--- config.mk ---
export PLATFORM = sky130hd
export DESIGN_NAME = tpu_mac_sequencer
export DESIGN_NICKNAME = d
export VERILOG_FILES = /design/src/rtl/tpu_mac_sequencer.sv
export SDC_FILE = /design/constraint.sdc
export NUM_CORES = 1
export LEC_CHECK = 0
export CORE_MARGIN = 10
export CORE_UTILIZATION = 42
export DETAILED_ROUTE_END_ITERATION = 8
export PLACE_DENSITY_LB_ADDON = 0.05
export SLEW_MARGIN = 20
export SYNTH_ARGS = -nofsm -noshare
export SYNTH_HDL_FRONTEND = slang
export SYNTH_SLANG_ARGS = --single-unit
--- constraint.sdc ---
create_clock -name clk -period 2.1 [get_ports clk]
set_input_delay 0.315 -clock clk [delete_from_list [all_inputs] [get_ports clk]]
set_output_delay 0.315 -clock clk [all_outputs]
set_load 0.01 [all_outputs]
--- src/rtl/tpu_mac_sequencer.sv ---
// Sequences one minifloat dot-product job through the TPU MAC: clear, operand fetch, sync strobes, 32-bit readback.
// Optional TPU_SEQ_ERR_FLUSH_EN: after a MAC error, drain the job's remaining operand pairs before finishing.
module tpu_mac_sequencer #(
    parameter int LEN_W        = 16,
    parameter int SETUP_CYCLES = 1,
    parameter int CLEAR_CYCLES = 1
) (
    input  logic             clk,
    input  logic             reset,
    input  logic             start,
    input  logic [LEN_W-1:0] len,
    input  logic             op_valid,
    input  logic [7:0]       op_a,
    input  logic [7:0]       op_b,
    output logic             op_ready,
    output logic             mac_reset,
    output logic             mac_sync,
    output logic [7:0]       mac_in1,
    output logic [7:0]       mac_in2,
    output logic             mac_out_HL,
    input  logic             mac_ready,
    input  logic             mac_error,
    input  logic [15:0]      mac_out,
    output logic             busy,
    output logic             done,
    output logic             err,
    output logic [31:0]      result,
    output logic [3:0]       state_dbg
);

    localparam logic [3:0] IDLE    = 4'd0;
    localparam logic [3:0] CLEAR   = 4'd1;
    localparam logic [3:0] WAITRDY = 4'd2;
    localparam logic [3:0] FETCH   = 4'd3;
    localparam logic [3:0] SETUP   = 4'd4;
    localparam logic [3:0] PULSE   = 4'd5;
    localparam logic [3:0] HOLD    = 4'd6;
    localparam logic [3:0] READ_LO = 4'd7;
    localparam logic [3:0] READ_HI = 4'd8;
    localparam logic [3:0] DONE    = 4'd9;
`ifdef TPU_SEQ_ERR_FLUSH_EN
    localparam logic [3:0] FLUSH   = 4'd10;
`endif

    localparam int CNT_MAX = (SETUP_CYCLES > CLEAR_CYCLES) ? SETUP_CYCLES : CLEAR_CYCLES;
    localparam int CNT_W   = (CNT_MAX > 1) ? $clog2(CNT_MAX) : 1;
    localparam logic [CNT_W-1:0] CLEAR_LAST = CNT_W'(CLEAR_CYCLES - 1);
    localparam logic [CNT_W-1:0] SETUP_LAST = CNT_W'(SETUP_CYCLES - 1);

    logic [3:0]       state, state_n, err_target;
    logic [CNT_W-1:0] cnt;
    logic [LEN_W-1:0] remaining, rem_dec;

    // Operand handshake: a pair transfers on a rising edge where op_valid && op_ready;
    // op_ready never depends combinationally on op_valid.
    assign rem_dec   = (remaining != '0) ? remaining - 1'b1 : remaining;
    assign state_dbg = state;

    always_comb begin
        err_target = DONE;
`ifdef TPU_SEQ_ERR_FLUSH_EN
        // PULSE has already consumed one pair this cycle, so look at the decremented count.
        if (state == PULSE) err_target = (rem_dec != '0) ? FLUSH : DONE;
        else                err_target = (remaining != '0) ? FLUSH : DONE;
`endif
        state_n = state;
        case (state)
            IDLE:    if (start) state_n = (len == '0) ? DONE : CLEAR;
            CLEAR:   if (cnt == CLEAR_LAST) state_n = WAITRDY;
            WAITRDY: if (mac_ready) state_n = FETCH;
            FETCH:   if (op_valid) state_n = SETUP;
            SETUP:   if (cnt == SETUP_LAST) state_n = PULSE;
            PULSE:   state_n = mac_error ? err_target : HOLD;
            HOLD: begin
                if (mac_error)              state_n = err_target;
                else if (remaining != '0)   state_n = FETCH;
                else                        state_n = READ_LO;
            end
            READ_LO: state_n = READ_HI;
            READ_HI: state_n = DONE;
            DONE:    state_n = IDLE;
`ifdef TPU_SEQ_ERR_FLUSH_EN
            FLUSH: begin
                if (remaining == '0)                      state_n = DONE;
                else if (op_valid && remaining == LEN_W'(1)) state_n = DONE;
            end
`endif
            default: state_n = IDLE;
        endcase
    end

    always_ff @(posedge clk or negedge reset) begin
        if (!reset) begin
            state     <= IDLE;
            cnt       <= '0;
            remaining <= '0;
        end else begin
            state <= state_n;
            if (state_n != state)                  cnt <= '0;
            else if (state == CLEAR || state == SETUP) cnt <= cnt + 1'b1;
            if (state == IDLE && start)            remaining <= len;
            else if (state == PULSE)               remaining <= rem_dec;
`ifdef TPU_SEQ_ERR_FLUSH_EN
            else if (state == FLUSH && op_valid)   remaining <= rem_dec;
`endif
        end
    end

    // Control outputs are registered decodes of the next state, so they line up with the state register.
    always_ff @(posedge clk or negedge reset) begin
        if (!reset) begin
            op_ready   <= 1'b0;
            mac_reset  <= 1'b1;
            mac_sync   <= 1'b0;
            mac_out_HL <= 1'b0;
            busy       <= 1'b0;
            done       <= 1'b0;
        end else begin
`ifdef TPU_SEQ_ERR_FLUSH_EN
            op_ready   <= (state_n == FETCH) || (state_n == FLUSH);
`else
            op_ready   <= (state_n == FETCH);
`endif
            mac_reset  <= (state_n == CLEAR);
            mac_sync   <= (state_n == PULSE);
            mac_out_HL <= (state_n == READ_HI);
            busy       <= (state_n != IDLE);
            done       <= (state_n == DONE);
        end
    end

    always_ff @(posedge clk or negedge reset) begin
        if (!reset) begin
            mac_in1 <= 8'h00;
            mac_in2 <= 8'h00;
            err     <= 1'b0;
            result  <= 32'h0;
        end else begin
            if (state == FETCH && op_valid) begin
                mac_in1 <= op_a;
                mac_in2 <= op_b;
            end
            if (state == IDLE && start)                          err <= 1'b0;
            else if ((state == PULSE || state == HOLD) && mac_error) err <= 1'b1;
            if (state == IDLE && start && len == '0) result <= 32'h0;
            else if (state == READ_LO)               result[15:0]  <= mac_out;
            else if (state == READ_HI)               result[31:16] <= mac_out;
        end
    end

endmodule

==> flow_summary.json, run 1 <==
{
  "p_leak_nw": 2.26,
  "crit_end": "remaining[14]$_DFFE_PN0P_",
  "multi_input_area_sq_um": 1610,
  "finalNonFillerCells": 618,
  "worstPathArrival_ns": 2.31,
  "synth_top_area_share_pct": 53.0,
  "worst_pin_slew_ns": 0.592,
  "pwr-share-comb_pct": 51.1,
  "worstSkewPairLatency_ns": 0.34,
  "dr.pass1.iters": 4,
  "ys_ff_latch": 76,
  "cpLargestDelayFamily": "simple AND/OR/NAND/NOR gates",
  "syn_avg_cell_area_sq_um": 9.68,
  "vias": 3180,
  "wl_per_cell_microns": 16.9,
  "setup_ws_ns": -0.000899,
  "cp_max_fo": 3,
  "initial_core_util_pct": 43.1,
  "fillers": 692,
  "yosysSeqAreaShare_pct": 53.7,
  "die_area_sq_um": 12500,
  "final_cell_area_sq_um": 5340,
  "power_mw": 7.84,
  "syn_nets": 422,
  "r2r-end": "remaining[14]$_DFFE_PN0P_",
  "start_kind": "flop",
  "grt_start_max_net_pins": 46,
  "r2r_start": "remaining[8]$_DFFE_PN0P_",
  "place_congestion": 0.889,
  "yosys.area.top_type": "dfrtp_1",
  "cts_tree": "done",
  "drc_errors": 0,
  "drive_gt1_share_pct": 17.5,
  "critPathMaxStageDelay_ns": 0.56,
  "switching_share_pct": 35.9,
  "grt-ovfl-total": 0,
  "grt_pass1_vias": 3407,
  "synth-edff-count": 0,
  "finalHoldViolCount": 0,
  "outcome": "finished, violations left",
  "final_nets": 564,
  "required_ns": 2.31,
  "hold_path_class": "reg -> reg",
  "crit_path_frequent_cell": "or4_4",
  "layout_min_cycle_time_ns": 2.10,
  "timing.hold.ws_ns": 0.508,
  "cts_root_buf": "clkbuf_8",
  "ios": 113,
  "reg2reg_depth": 5,
  "dpl_cell_area_sq_um": 5000,
  "die_x_microns": 112,
  "violations": "negative setup slack",
  "p_int_mw": 5.02,
  "r2r_slack_ns": -0.0009,
  "slew_violations": 0,
  "grt_util_all_layers_pct": 16.7,
  "synth-async-reset-ratio_pct": 100,
  "worstSetupPathType": "reg -> reg",
  "finalClockSkew_ns": 0.0124,
  "die_h_microns": 112,
  "clock_path_buffers": 2,
  "p_clk_share_pct": 15.6,
  "yosysUniqueCellTypes": 53,
  "power_density_nw_per_um2": 1470,
  "cap_violations": 0,
  "vdd_drop_max_v": 0.000746,
  "antenna_found_initial": 0,
  "postSynthCellCount": 366,
  "end_kind": "flop",
  "mostFrequentLayoutCell": "clkdlybuf4s50_1",
  "synth_ff_type": "dfrtp_1",
  "period_share_pct": 100,
  "diodes": 0,
  "syn_area_sq_um": 3540,
  "synth.area.top_cells": "dfrtp_1 (53%), nand2_1 (8.7%), a21oi_1 (6.4%)",
  "dr.first_iter.drc_count": 71,
  "clk_pin_slew_ns": 0.08,
  "layout_common_cells": "clkdlybuf4s50_1 (111), nand2_1 (82), dfrtp_1 (75)",
  "ant_nets": 0,
  "switchingPower_mw": 2.82,
  "vias_per_cell": 5.15,
  "power_frac_seq_pct": 33.3,
  "regArea_sq_um": 1900,
  "worstSetupPathDepth": 5,
  "slew_headroom_pct": 60.5,
  "dp_hpwl_microns": 7600,
  "crit_path_start": "remaining[8]$_DFFE_PN0P_",
  "cts.sinks": 76,
  "cp_slowest_cell": "or4_4",
  "ys_warn_count": 0,
  "wl_microns": 10500,
  "dpl.cell_count": 597,
  "rows": 33,
  "path_buf_inv": 0,
  "cts-buffers-inserted": 9,
  "grt_pass1_wl_microns": 17500,
  "core-area_sq_um": 8220,
  "rsz0062_at_grt": "yes",
  "htreeDepth": 3,
  "fmax_mhz": 476,
  "area_growth_syn_to_layout_pct": 50.8,
  "port_buffers": 112,
  "fin_tns_setup_ns": -0.000899,
  "cp_cell_sequence": "or4_4 -> nand2b_4 -> or4_4 -> o311ai_4 -> o211ai_1",
  "setup_violations": 1
}
-- cells in the mapped netlist, types with 5 or more instances --
master and instances:
nand2_1 82, nor3_1 5, or3_1 6, buf_2 8, nand3_1 6, clkbuf_1 10
o211ai_1 6, inv_1 7, nor4_1 7, a21oi_1 45, nand2b_1 5, o21ai_0 8
mux2_2 16, nor2_1 20, dfrtp_1 75
-- power by group through the flow --
stage / combinational [mW] / clock [mW] / sequential (mW)
floorplan: 1.61 / 0 / 2.88
global placement: 3.83 / 0 / 2.59
detailed placement: 3.90 / 0 / 2.62
CTS: 3.98 / 1.26 / 2.60
global route: 4.41 / 1.33 / 2.71
finish: 4.00 / 1.22 / 2.61
-- worst register-to-register path, stage by stage (launching register included) --
cell	delay (ns)
dfrtp_1	0.39
or4_4	0.56
nand2b_4	0.16
or4_4	0.52
o311ai_4	0.24
o211ai_1	0.12
-- cell families after synthesis --
group                      count (synthesis)  share of synthesized area, %
buffers and inverters                     28                          3.29
adders and majority gates                  2                         0.706
xor gates and xnor gates                   5                          1.24
muxes                                     17                          5.37
DFF                                       76                          53.7
AOI/OAI and AO/OA                         81                          14.1
and+or+nand+nor                          157                          21.6
-- worst min-delay path by stage --
| stage | slack, ns | from | depth (start not counted) | endpoint |
|---|---|---|---|---|
| finish | 0.51 | err$_DFFE_PN0P_ | 2 | err$_DFFE_PN0P_ |
| global route | 0.54 | mac_in1[3]$_DFFE_PN0P_ | 1 | mac_in1[3]$_DFFE_PN0P_ |
| CTS | 0.51 | err$_DFFE_PN0P_ | 2 | err$_DFFE_PN0P_ |
| detailed placement | 0.37 | reset | 1 | remaining[12]$_DFFE_PN0P_ |
| global placement | 0.36 | reset | 1 | remaining[12]$_DFFE_PN0P_ |
| floorplan | 0.02 | reset | 0 | busy$_DFF_PN0_ |
-- sequential cells by signal (all words and copies together) (netlist names) --
signal      count
mac_reset       1
mac_sync        1
result         32
op_ready        1
mac_in2         8
mac_out_HL      1
cnt             1
busy            1
state_dbg       4
done            1
err             1
mac_in1         8
remaining      16
-- per-stage QoR --
step / setup WS (ns) / util (%)
final: -0.000899 / 65.0
after global routing: -0.0853 / 65.0
after CTS: 0.000603 / 64.5
after detailed placement: -0.259 / 60.9
after global placement: -0.230 / 60.9
after floorplan: -0.00790 / -
-- repair_timing --
item,4_1_cts,5_1_grt
endpoints found under the hold margin,25,0
hold buffers,1,0
setup buffers,3,1
pin swaps,8,7
endpoints found under the setup margin,13,15
gates resized for setup,9,8
-- area by class of cell --
type                       instances  area share, %
clock buffer                      10           2.39
clock inverter                     6           1.64
inverter                           8          0.562
multi-input combinational        262           30.1
sequential                        76           35.6
tap                              105           2.46
timing repair buffer             151           27.2
-- layer usage --
metal / GRT usage, % / part of all wire, % / vias to the layer above
met4: 4.71 / 1.0 / 0
met3: 6.60 / 8.4 / 10
met2: 27.0 / 48 / 90
li1: - / - / 1568
met1: 20.1 / 43 / 1512
met5: 0 / 0 / -
Note: power is estimated with default switching activity, not from simulation.
==> run 2, diff against run 1 <==
--- a/config.mk
+++ b/config.mk
@@ -8,8 +8,8 @@
 export CORE_MARGIN = 10
 export CORE_UTILIZATION = 42
 export DETAILED_ROUTE_END_ITERATION = 8
-export PLACE_DENSITY_LB_ADDON = 0.05
-export SLEW_MARGIN = 20
+export PLACE_DENSITY = 0.87
+export SLEW_MARGIN = 10
 export SYNTH_ARGS = -nofsm -noshare
 export SYNTH_HDL_FRONTEND = slang
 export SYNTH_SLANG_ARGS = --single-unit
==> run 2 against run 1 <==
Against the previous run: the flow still finishes with violations (negative setup slack); fmax down 0.86%; global-route usage shrank 0.27 points; first-iteration DRC count increased by 140%; die area unchanged; sequential share of layout area about the same; clock power hardly changed; highest routed layer unchanged; critical path depth grew 2; routed wire length rose by 2.5%; count of clock-buffer cells in the layout grew 1; largest power group unchanged; hold slack got worse by 0.053 ns; setup slack lost 0.018 ns.
==> flow_summary.json, run 2 (synthesized netlist as in run 1, its figures left out) <==
{
  "antenna_found_initial": 0,
  "r2r-end": "remaining[7]$_DFFE_PN0P_",
  "start_kind": "flop",
  "dr.first_iter.drc_count": 170,
  "cpLargestDelayFamily": "simple AND/OR/NAND/NOR gates",
  "vias_per_cell": 5.41,
  "p_int_mw": 5.06,
  "cp_slowest_cell": "or4b_4",
  "ios": 113,
  "place_congestion": 0.896,
  "clk_pin_slew_ns": 0.08,
  "final_nets": 564,
  "slew_violations": 0,
  "slew_headroom_pct": 65.4,
  "diodes": 0,
  "period_share_pct": 101,
  "cts-buffers-inserted": 9,
  "cts_root_buf": "clkbuf_8",
  "initial_core_util_pct": 43.1,
  "worst_pin_slew_ns": 0.517,
  "top_regs": "result x32, remaining x16",
  "area_growth_syn_to_layout_pct": 50.7,
  "largest-register": "result",
  "cp_cell_sequence": "inv_2 -> ha_1 -> or4b_4 -> or4b_4 -> nor4b_4 -> xnor2_1 -> a21oi_1",
  "die_x_microns": 112,
  "clock_path_buffers": 2,
  "dr.pass1.iters": 4,
  "cp_max_fo": 3,
  "drc_errors": 0,
  "required_ns": 2.31,
  "cap_violations": 0,
  "grt_start_max_net_pins": 46,
  "cts_tree": "done",
  "mostFrequentLayoutCell": "clkdlybuf4s50_1",
  "pwr-share-comb_pct": 51.0,
  "switchingPower_mw": 2.86,
  "crit_path_start": "remaining[1]$_DFFE_PN0P_",
  "largest_reg_flops": 32,
  "grt_pass1_vias": 3521,
  "switching_share_pct": 36.1,
  "vias": 3337,
  "port_buffers": 112,
  "worstSetupPathType": "reg -> reg",
  "rsz0062_at_grt": "yes",
  "vdd_drop_max_v": 0.000800,
  "crit_end": "remaining[7]$_DFFE_PN0P_",
  "cts.sinks": 76,
  "layout_common_cells": "clkdlybuf4s50_1 (111), nand2_1 (82), dfrtp_1 (75)",
  "reg2reg_depth": 7,
  "worstPathArrival_ns": 2.33,
  "ant_nets": 0,
  "r2r_slack_ns": -0.02,
  "critPathMaxStageDelay_ns": 0.51,
  "violations": "negative setup slack",
  "p_clk_share_pct": 15.4,
  "rows": 33,
  "layout_min_cycle_time_ns": 2.12,
  "setup_ws_ns": -0.0192,
  "die_area_sq_um": 12500,
  "die_h_microns": 112,
  "fillers": 671,
  "wl_per_cell_microns": 17.4,
  "r2r_start": "remaining[1]$_DFFE_PN0P_",
  "p_leak_nw": 2.25,
  "power_density_nw_per_um2": 1480,
  "fmax_mhz": 472,
  "grt-ovfl-total": 0,
  "drive_gt1_share_pct": 17.8,
  "outcome": "finished, violations left",
  "power_mw": 7.92,
  "wl_microns": 10700,
  "path_buf_inv": 1,
  "worstSkewPairLatency_ns": 0.34,
  "setup_violations": 3,
  "grt_util_all_layers_pct": 16.4,
  "dp_hpwl_microns": 7970,
  "worstSetupPathDepth": 7,
  "grt_pass1_wl_microns": 17400,
  "end_kind": "flop",
  "core-area_sq_um": 8220,
  "crit_path_frequent_cell": "or4b_4",
  "power_frac_seq_pct": 33.5,
  "htreeDepth": 3,
  "hold_path_class": "in -> async",
  "finalClockSkew_ns": 0.0159,
  "finalHoldViolCount": 0,
  "utilization_pct": 64.9
}
[run 2: cell types whose count changed in the layout (fill, tap and decap cells not counted), sizes merged]
cell,change
clkbuf,+1
clkinv,-1
inv,-1
[run 2: layout make-up]
class	instances	area [sq um]	area share, %
clock inverters	4	73.8	1.38
well taps	105	131	2.46
multi-input cells	262	1600	30.0
flip-flops and latches	76	1900	35.7
clock buffers	11	141	2.65
repair buffers	151	1460	27.3
inverters	8	30.0	0.563
[run 2: timing repair]
item                                    in CTS  in global routing
resized for setup                            8                 10
setup buffers                                2                  3
endpoints found under the setup margin      13                 16
pin swaps                                    5                  4
endpoints found under the hold margin       31                  0
hold buffers                                 1                  0
[run 2: worst min path at each step]
stage	slack (ns)	to	cells past startpoint	startpoint
after floorplan	0.02	busy$_DFF_PN0_	0	reset
after global placement	0.28	result[1]$_DFFE_PN0P_	1	reset
after detailed placement	0.28	remaining[0]$_DFFE_PN0P_	1	reset
after CTS	0.45	result[12]$_DFFE_PN0P_	2	reset
after global routing	0.47	result[14]$_DFFE_PN0P_	2	reset
final	0.45	result[14]$_DFFE_PN0P_	2	reset
[run 2: worst reg2reg max path, delay by kind of cell, from the launching register on]
family                     cells  cell delay [ns]
and+or+nand+nor                3             1.15
DFF                            1             0.41
buffers and inverters          1             0.07
xor gates and xnor gates       1             0.16
AOI/OAI and AO/OA              1             0.08
adders and majority gates      1             0.13
[run 2: metrics by stage]
stage                     worst slack [ns]  TNS, ns  hold slack [ns]  instances  instance area (sq um)
after floorplan                   -0.00790  -0.0139           0.0194        366                   3550
after global placement              -0.231   -10.35            0.276        596                   5000
after detailed placement            -0.305   -11.04            0.277        596                   5000
after CTS                         0.000310        0            0.454        614                   5280
final                              -0.0192  -0.0336            0.455        617                   5340
after global routing                -0.117   -0.544            0.473        617                   5340
[run 2: layer usage]
layer	part of all wire [%]	global-route usage [%]	vias up
met2	52	28.5	121
met3	6.3	4.08	21
met1	39	18.7	1623
li1	-	-	1572
met5	0	0	-
met4	2.4	7.11	0
[run 2: power by group through the flow]
stage	registers, mW	clock network, mW	logic [mW]
6_report	2.66	1.22	4.04
5_1_grt	2.74	1.31	4.41
4_1_cts	2.65	1.24	3.97
3_5_place_dp	2.66	0	3.88
3_3_place_gp	2.62	0	3.75
2_1_floorplan	2.88	0	1.61
==> run 3, diff against run 2 <==
--- a/config.mk
+++ b/config.mk
@@ -5,7 +5,7 @@
 export SDC_FILE = /design/constraint.sdc
 export NUM_CORES = 1
 export LEC_CHECK = 0
-export CORE_MARGIN = 10
+export CORE_MARGIN = 2
 export CORE_UTILIZATION = 42
 export DETAILED_ROUTE_END_ITERATION = 8
 export PLACE_DENSITY = 0.87
==> run 3 against run 2 <==
Against the previous run: the run still ends with negative setup slack left; clock skew decreased by 0.0030 ns; hold slack improved by 0.053 ns; final area decreased by 0.47%; highest routed layer unchanged; flip-flop and latch count unchanged; non-clock buffer count unchanged; critical endpoint unchanged; clock power about the same; die area decreased by 27%; register-to-register slack got worse by 0.06 ns.
==> flow_summary.json, run 3 (synthesized netlist as in run 1, its figures left out) <==
{
  "start_kind": "flop",
  "ant_nets": 0,
  "timing.hold.ws_ns": 0.507,
  "initial_core_util_pct": 43.3,
  "critPathMaxStageDelay_ns": 0.52,
  "rsz0062_at_grt": "yes",
  "port_buffers": 112,
  "fillers": 642,
  "drc_errors": 0,
  "hold_path_class": "in -> async",
  "period_share_pct": 104,
  "fmax_mhz": 460,
  "p_leak_nw": 2.24,
  "die_area_sq_um": 9180,
  "power_density_nw_per_um2": 1460,
  "drive_gt1_share_pct": 17.4,
  "vias_per_cell": 5.38,
  "fin_tns_setup_ns": -0.0832,
  "clock_path_buffers": 2,
  "grt-ovfl-total": 0,
  "ios": 113,
  "grt_util_all_layers_pct": 22.0,
  "final_nets": 564,
  "worstPathArrival_ns": 2.38,
  "dr.first_iter.drc_count": 201,
  "worstSetupPathType": "reg -> reg",
  "dp_hpwl_microns": 7010,
  "cts-buffers-inserted": 9,
  "wl_microns": 9710,
  "end_kind": "flop",
  "clk_pin_slew_ns": 0.08,
  "mostFrequentLayoutCell": "clkdlybuf4s50_1",
  "layout_common_cells": "clkdlybuf4s50_1 (111), nand2_1 (82), dfrtp_1 (75)",
  "multi_input_area_sq_um": 1580,
  "top_regs": "result x32, remaining x16",
  "diodes": 0,
  "dr.pass1.iters": 4,
  "cp_cell_sequence": "inv_2 -> ha_1 -> or4b_4 -> or4b_4 -> nor4b_4 -> xnor2_1 -> a21oi_1",
  "cpLargestDelayFamily": "simple AND/OR/NAND/NOR gates",
  "grt_pass1_wl_microns": 15500,
  "crit_path_frequent_cell": "or4b_4",
  "violations": "negative setup slack",
  "setup_ws_ns": -0.0760,
  "final_cell_area_sq_um": 5310,
  "slew_headroom_pct": 61.5,
  "grt_pass1_vias": 3269,
  "worst_pin_slew_ns": 0.578,
  "cts_root_buf": "clkbuf_8",
  "finalClockSkew_ns": 0.0129,
  "vdd_drop_max_v": 0.000820,
  "cts_tree": "done",
  "die_x_microns": 95.8,
  "layout_min_cycle_time_ns": 2.18,
  "dpl_cell_area_sq_um": 5000,
  "largest_reg_flops": 32,
  "die_h_microns": 95.8,
  "htreeDepth": 3,
  "vias": 3318,
  "cts.sinks": 76,
  "utilization_pct": 65.0,
  "rows": 33,
  "cp_slowest_cell": "or4b_4",
  "slew_violations": 0,
  "grt_start_max_net_pins": 45,
  "path_buf_inv": 1,
  "cp_max_fo": 3,
  "outcome": "finished, violations left",
  "largest-register": "result",
  "required_ns": 2.31,
  "regArea_sq_um": 1900,
  "wl_per_cell_microns": 15.7,
  "place_congestion": 0.915,
  "setup_violations": 2,
  "worstSkewPairLatency_ns": 0.34,
  "finalHoldViolCount": 0,
  "area_growth_syn_to_layout_pct": 49.9,
  "antenna_found_initial": 0,
  "cap_violations": 0,
  "core-area_sq_um": 8180
}
run 3: power by group:
group | leakage (nW) | switching (mW) | internal (mW)
logic | 1.23 | 1.78 | 2.15
clock network | 0.109 | 0.525 | 0.665
registers | 0.902 | 0.475 | 2.19
total | 2.24 | 2.78 | 5.00
run 3: area by class of cell:
| type | count | share of cell area, % |
|---|---|---|
| clock inverters | 6 | 1.65 |
| multi-input cells | 262 | 29.8 |
| well taps | 105 | 2.47 |
| flip-flops and latches | 76 | 35.8 |
| inverters | 8 | 0.565 |
| clock buffers | 9 | 2.33 |
| repair buffers | 151 | 27.3 |
run 3: worst paths after layout:
kind                                           from                        end  slack, ns  cells after the start
setup / recovery           remaining[0]$_DFFE_PN0P_   remaining[7]$_DFFE_PN0P_      -0.08                      7
hold / removal                                reset  remaining[13]$_DFFE_PN0P_       0.51                      2
setup reg to reg           remaining[0]$_DFFE_PN0P_   remaining[7]$_DFFE_PN0P_      -0.08                      7
hold reg to reg              mac_in2[1]$_DFFE_PN0P_     mac_in2[1]$_DFFE_PN0P_       0.51                      1
max in group asynchronous                     reset        mac_reset$_DFF_PN1_       0.92                      3
min in group clk             mac_in2[1]$_DFFE_PN0P_     mac_in2[1]$_DFFE_PN0P_       0.51                      1
run 3: worst reg2reg max path: stages, from the launching register on:
cell and delay, ns:
dfrtp_1 0.39, inv_2 0.06, ha_1 0.13, or4b_4 0.50, or4b_4 0.52, nor4b_4 0.15, xnor2_1 0.22, a21oi_1 0.10
run 3: per-stage QoR:
stage          worst slack [ns]  std cells  power, mW
3_5_place_dp             -0.260        596       6.48
4_1_cts                 -0.0267        614       7.75
2_1_floorplan          -0.00790        366       4.49
3_3_place_gp             -0.226        596       6.31
6_report                -0.0760        617       7.78
5_1_grt                  -0.113        617       8.32
run 3: routing by layer:
metal | vias up | global-route usage [%] | part of all wire, %
met3 | 22 | 4.46 | 6.2
met5 | - | 0 | 0
li1 | 1561 | - | -
met1 | 1614 | 27.8 | 40
met4 | 0 | 9.76 | 2.6
met2 | 121 | 36.4 | 51
run 3: what timing repair did:
action,CTS,global route
hold endpoints to repair,43,0
resized for setup,8,4
buffers inserted,2,3
pin swaps,6,4
endpoints found under the setup margin,12,13
hold buffers,1,0
